===== src/rtl/cb_cdc_tx.sv =====
// Source half of a toggle req/ack multi-bit CDC: holds a word on xfer_dat,
// flips xfer_req once per word and waits for the synchronised ack parity to match.
module cb_cdc_tx #(
    parameter int              U_DLY      = 1,
    parameter int              WIDTH      = 16,
    parameter logic [WIDTH-1:0] INT_VALUE = '0,
    parameter int              ACK_STAGES = 2,
    parameter int              TO_W       = 16,
    parameter logic [TO_W-1:0] TO_CYCLES  = '1
) (
    input  logic             clk_sys,
    input  logic             rst_n,
    input  logic             src_vld,
    input  logic [WIDTH-1:0] src_dat,
    output logic             src_rdy,
    output logic [WIDTH-1:0] xfer_dat,
    output logic             xfer_req,
    input  logic             xfer_ack,
    output logic             busy,
    output logic             done,
    output logic             timeout_err
);

    if (ACK_STAGES < 2 || U_DLY < 0) begin : g_bad_param
        $error("cb_cdc_tx: ACK_STAGES must be >= 2 and U_DLY >= 0");
    end

    typedef enum logic [1:0] {
        ST_IDLE,
        ST_SETUP,
        ST_WAIT_ACK
    } state_e;

    localparam logic [TO_W-1:0] TO_ONE  = {{(TO_W-1){1'b0}}, 1'b1};
    localparam logic [TO_W-1:0] TO_LAST = TO_CYCLES - TO_ONE;

    state_e                  state_q, state_d;
    logic [WIDTH-1:0]        dat_q, dat_d;
    logic                    req_q, req_d;
    logic [TO_W-1:0]         cnt_q, cnt_d;
    logic                    done_q, done_d;
    logic                    to_q, to_d;
    logic [ACK_STAGES-1:0]   ack_sync_q;
    logic                    ack_s;

    assign ack_s = ack_sync_q[ACK_STAGES-1];

    always_ff @(posedge clk_sys or negedge rst_n) begin
        if (!rst_n) begin
            state_q    <= ST_IDLE;
            dat_q      <= INT_VALUE;
            req_q      <= 1'b0;
            cnt_q      <= '0;
            done_q     <= 1'b0;
            to_q       <= 1'b0;
            ack_sync_q <= '0;
        end else begin
            state_q    <= state_d;
            dat_q      <= dat_d;
            req_q      <= req_d;
            cnt_q      <= cnt_d;
            done_q     <= done_d;
            to_q       <= to_d;
            ack_sync_q <= {ack_sync_q[ACK_STAGES-2:0], xfer_ack};
        end
    end

    always_comb begin
        state_d = state_q;
        dat_d   = dat_q;
        req_d   = req_q;
        cnt_d   = cnt_q;
        done_d  = 1'b0;
        to_d    = 1'b0;
        case (state_q)
            ST_IDLE: begin
                if (src_vld) begin
                    dat_d   = src_dat;
                    state_d = ST_SETUP;
                end
            end
            ST_SETUP: begin
                req_d   = ~req_q;
                cnt_d   = '0;
                state_d = ST_WAIT_ACK;
            end
            ST_WAIT_ACK: begin
                if (cnt_q != '1) cnt_d = cnt_q + TO_ONE;
                // Ack match has priority; the counter saturates past TO_LAST so the timeout fires once.
                if (ack_s == req_q) begin
                    done_d  = 1'b1;
                    state_d = ST_IDLE;
                end else if (TO_CYCLES != '0 && cnt_q == TO_LAST) begin
                    to_d = 1'b1;
                end
            end
            default: state_d = ST_IDLE;
        endcase
    end

    assign src_rdy     = (state_q == ST_IDLE);
    assign busy        = (state_q != ST_IDLE);
    assign xfer_dat    = dat_q;
    assign xfer_req    = req_q;
    assign done        = done_q;
    assign timeout_err = to_q;

endmodule


===== config.mk =====
export PLATFORM = sky130hd
export DESIGN_NAME = cb_cdc_tx
export DESIGN_NICKNAME = d
export VERILOG_FILES = /design/src/rtl/cb_cdc_tx.sv
export SDC_FILE = /design/constraint.sdc
export NUM_CORES = 1
export LEC_CHECK = 0
export CAP_MARGIN = 10
export CORE_MARGIN = 2
export CORE_UTILIZATION = 45
export CTS_CLUSTER_DIAMETER = 100
export DETAILED_ROUTE_END_ITERATION = 12
export GPL_ROUTABILITY_DRIVEN = 0
export PLACE_DENSITY = 0.85
export REMOVE_ABC_BUFFERS = 1
export SYNTH_ARGS = -nofsm -noshare
export SYNTH_HDL_FRONTEND = slang
export SYNTH_SLANG_ARGS = --single-unit

===== constraint.sdc =====
create_clock -name clk_sys -period 1.65 [get_ports clk_sys]
set_input_delay 0.165 -clock clk_sys [delete_from_list [all_inputs] [get_ports clk_sys]]
set_output_delay 0.165 -clock clk_sys [all_outputs]
set_load 0.01 [all_outputs]

==> reports/results.ini <==
[yosys]
seq_area_frac_synth = 0.536
synthTopCellsByCount = sky130_fd_sc_hd__dfrtp_1, sky130_fd_sc_hd__mux2_2, sky130_fd_sc_hd__nand2_1
synth_top_cells_by_area = sky130_fd_sc_hd__dfrtp_1, sky130_fd_sc_hd__mux2_2, sky130_fd_sc_hd__nand2_1, sky130_fd_sc_hd__mux2i_1, sky130_fd_sc_hd__o211ai_1
synthArstFlopShare = 1.00
netlist-cell-type-count = 45
synth_seq_cells = 39
synth.mux.area_fraction = 0.126
synth-compound-area-share = 0.111
yosysWarnings = 0
dominant_combinational_cell_family_by_area_after_synthesis = simple AND/OR/NAND/NOR gates
synth_enable_flop_cells = 0
post-synth-top-area-fraction = 0.536
synth_largest_area_cell = sky130_fd_sc_hd__dfrtp_1
synth_most_common_cell = sky130_fd_sc_hd__dfrtp_1
synthAdderAreaFrac = 0.0137
share_of_the_synthesized_netlist_area_taken_by_xor_and_xnor_gates = 0.00962
syn-mean-instance-area_sq_um = 11.5
synthesized_instance_count = 159
dominantRegCellSynth = sky130_fd_sc_hd__dfrtp_1
synthesis.area_sq_mm = 0.00182
yosys.area_share.simple = 0.172

[clock_network]
clk-insertion-delay-late_ns = 0.30
clkTransAtPathRegs_ns = 0.08
htree_num_levels = 2
cts_tree = yes
cts.path.max_buffers = 2
cts.sink_count = 39
cts.root.buffer_cell = sky130_fd_sc_hd__clkbuf_8
cts_made_buffers = 5

[final_layout]
synthToLayoutAreaGrowth_pct = 43.3
final_layout_size_suffix_gt1_frac = 0.290
num-nets-final = 245
post-route-util = 0.662
post-route-cell-area_sq_mm = 0.00261
diodes = 0

[floorplanning]
io_pins = 41
die-height_um = 67.6
core-area_sq_mm = 0.00394
floorplan.die_area_sq_mm = 0.00457
start_util = 0.462
core.rowCount = 23
die_width_um = 67.6

[sta]
setup_slack_ns = 0.0349
report.final.hold_viol_count = 0
grt_setup_unrepaired = yes
fin_crit_sh = 0.979
final_period_minus_worst_setup_slack_ns = 1.62
finalSetupViolations = 0
worst_clock_skew_ns = 0.00688
max_clock_freq_mhz = 619
final-max-slew-violation-count = 0
worst_pin_slew_ns = 0.435
worst_slew_margin_rel = 0.708

[critical_path]
critPathMaxFanout = 5
setup_crit_start_kind = flop
max_stage_delay_ns = 0.44
timing.critical_path.required_ns = 1.88
timing.critical_path.cells = ha_4, nand3_4, or3_4, o2111ai_1, mux2i_1
cpLargestDelayFamily = simple AND/OR/NAND/NOR gates
timing.critical_path.buf_inv = 0
crit_path_category = flop to flop
cp_data_arrival_time_ns = 1.85
critical_path.endpoint_type = flop
critical-path-slowest-cell = sky130_fd_sc_hd__or3_4

[placed_design]
detailed_place.area_sq_mm = 0.00240
hpwl_um = 3140
number_of_port_buffers = 40
placement.setup.worst_slack_ns = -0.0502

[worst_hold_path]
hold_path_class = input pin to flop

[power]
internal_dissipation_mw = 2.53
power.density_cell_area_mw_per_mm2 = 1410
switching_share = 0.314
max-vdd-ir-drop_uv = 1000
pwr-share-comb = 0.402
p_leak_nw = 1.11
power.share.clock = 0.217
total_switching_power_mw = 1.16
p_seq_frac = 0.381

[route]
detail-route-antenna-nets = 0
postRouteWirelength_um = 4560
drt-pass1-iter-count = 4
dr_total_vias = 1579
wl_per_cell_um = 16.6
dr.first_iter.drc_count = 128
route.detailed.drc = 0
drt-vias-per-instance = 5.76

[global_routing]
maximum_number_of_pins_on_one_net_before_global_route_repair = 23
antenna_found_initial = 0
via_count_of_the_first_global_routing_pass = 1578
grt_overflow = 0
grt_util_all_layers = 0.224
grt_first_pass_wirelength_um = 7530

[run_status]
run_status = completed

[flow_run]
max_cap_violations = 0

[layout make-up]
cell class / instances / area [sq um]
flip-flops and latches: 39 / 980
inverters: 3 / 11.3
clock inverters: 3 / 43.8
repair buffers: 63 / 593
multi-input cells: 111 / 852
clock buffers: 5 / 68.8
well taps: 50 / 62.6
fillers: 257 / 1330
[what timing repair did]
action	in CTS	in global routing
pin swaps	0	3
gates resized for setup	7	12
hold buffers	1	0
gates cloned	0	1
setup endpoints to repair	11	14
setup buffers	2	1
endpoints found under the hold margin	17	0
[layout by cell type (no fill, tap or decap), types with 4 or more instances in the layout]
cell type                         Yosys  routed
sky130_fd_sc_hd__nor2_1               8       7
sky130_fd_sc_hd__o21ai_0              6       4
sky130_fd_sc_hd__clkdlybuf4s50_1      0      37
sky130_fd_sc_hd__o211ai_1             5       5
sky130_fd_sc_hd__dfrtp_1             39      36
sky130_fd_sc_hd__a21oi_1              6       5
sky130_fd_sc_hd__mux2i_1              5       5
sky130_fd_sc_hd__mux2_2              16      16
sky130_fd_sc_hd__clkbuf_8             0       5
sky130_fd_sc_hd__nand4_1              4       4
sky130_fd_sc_hd__nor3_1               6       6
sky130_fd_sc_hd__buf_4                2      20
sky130_fd_sc_hd__nand2_1             15      15
[path summary, 6_finish.rpt]
| check | from | end | slack (ns) | cells after the start |
|---|---|---|---|---|
| worst max-delay path | cnt_q[1]$_DFFE_PN0P_ | cnt_q[11]$_DFFE_PN0P_ | 0.03 | 5 |
| worst min-delay path | xfer_ack | ack_sync_q[0]$_DFF_PN0_ | 0.29 | 1 |
| worst max register to register | cnt_q[1]$_DFFE_PN0P_ | cnt_q[11]$_DFFE_PN0P_ | 0.03 | 5 |
| worst min register to register | ack_sync_q[0]$_DFF_PN0_ | ack_sync_q[1]$_DFF_PN0_ | 0.36 | 0 |
| max in group asynchronous | rst_n | state_q[0]$_DFFE_PN0P_ | 0.82 | 3 |
| min in group asynchronous | rst_n | xfer_dat[11]$_DFFE_PN0P_ | 0.35 | 2 |
[power groups by stage]
stage                     Clock [mW]  Sequential (mW)  Combinational [mW]
after floorplan                    0             1.50               0.465
after global placement             0             1.38                1.39
after detailed placement           0             1.41                1.42
after CTS                      0.817             1.40                1.47
after global routing           0.854             1.43                1.59
final                          0.802             1.41                1.48
[registers in the layout (all words and copies together) (netlist names)]
register     cells
cnt_q           16
xfer_dat        16
ack_sync_q       2
state_q          2
done             1
timeout_err      1
xfer_req         1
[worst register-to-register path: cells and delay by family (launching register included)]
kind                     cells  cell delay [ns]
adder cells (fa/ha/maj)      1             0.17
AND/OR/NAND/NOR              2             0.54
AO/OA/AOI/OAI                1             0.24
multiplexers                 1             0.20
flip-flops                   1             0.41
[metal layers]
layer | up-vias | share of wire | global-route usage
met1 | 767 | 0.40 | 0.277
met4 | 0 | 0.023 | 0.105
met2 | 79 | 0.49 | 0.359
li1 | 720 | - | -
met3 | 13 | 0.088 | 0.0683
met5 | - | 0 | 0
[through the flow]
| stage | hold slack [ns] | power, mW | instances | setup TNS [ns] |
|---|---|---|---|---|
| 2_1_floorplan | -0.131 | 1.97 | 152 | -2.29 |
| 3_3_place_gp | 0.125 | 2.77 | 261 | 0 |
| 3_5_place_dp | 0.133 | 2.83 | 261 | -0.236 |
| 4_1_cts | 0.299 | 3.69 | 272 | 0 |
| 5_1_grt | 0.289 | 3.87 | 274 | -0.113 |
| 6_report | 0.295 | 3.69 | 274 | 0 |
[logic make-up (layout without fill, tap and decap cells)]
family / after synthesis / count (layout)
xor gates and xnor gates: 2 / 2
adders and majority gates: 2 / 2
buffers and inverters: 10 / 74
AOI/OAI and AO/OA: 30 / 30
DFF: 39 / 39
muxes: 21 / 21
and+or+nand+nor: 55 / 56
Power figures use the tool's default switching activity.
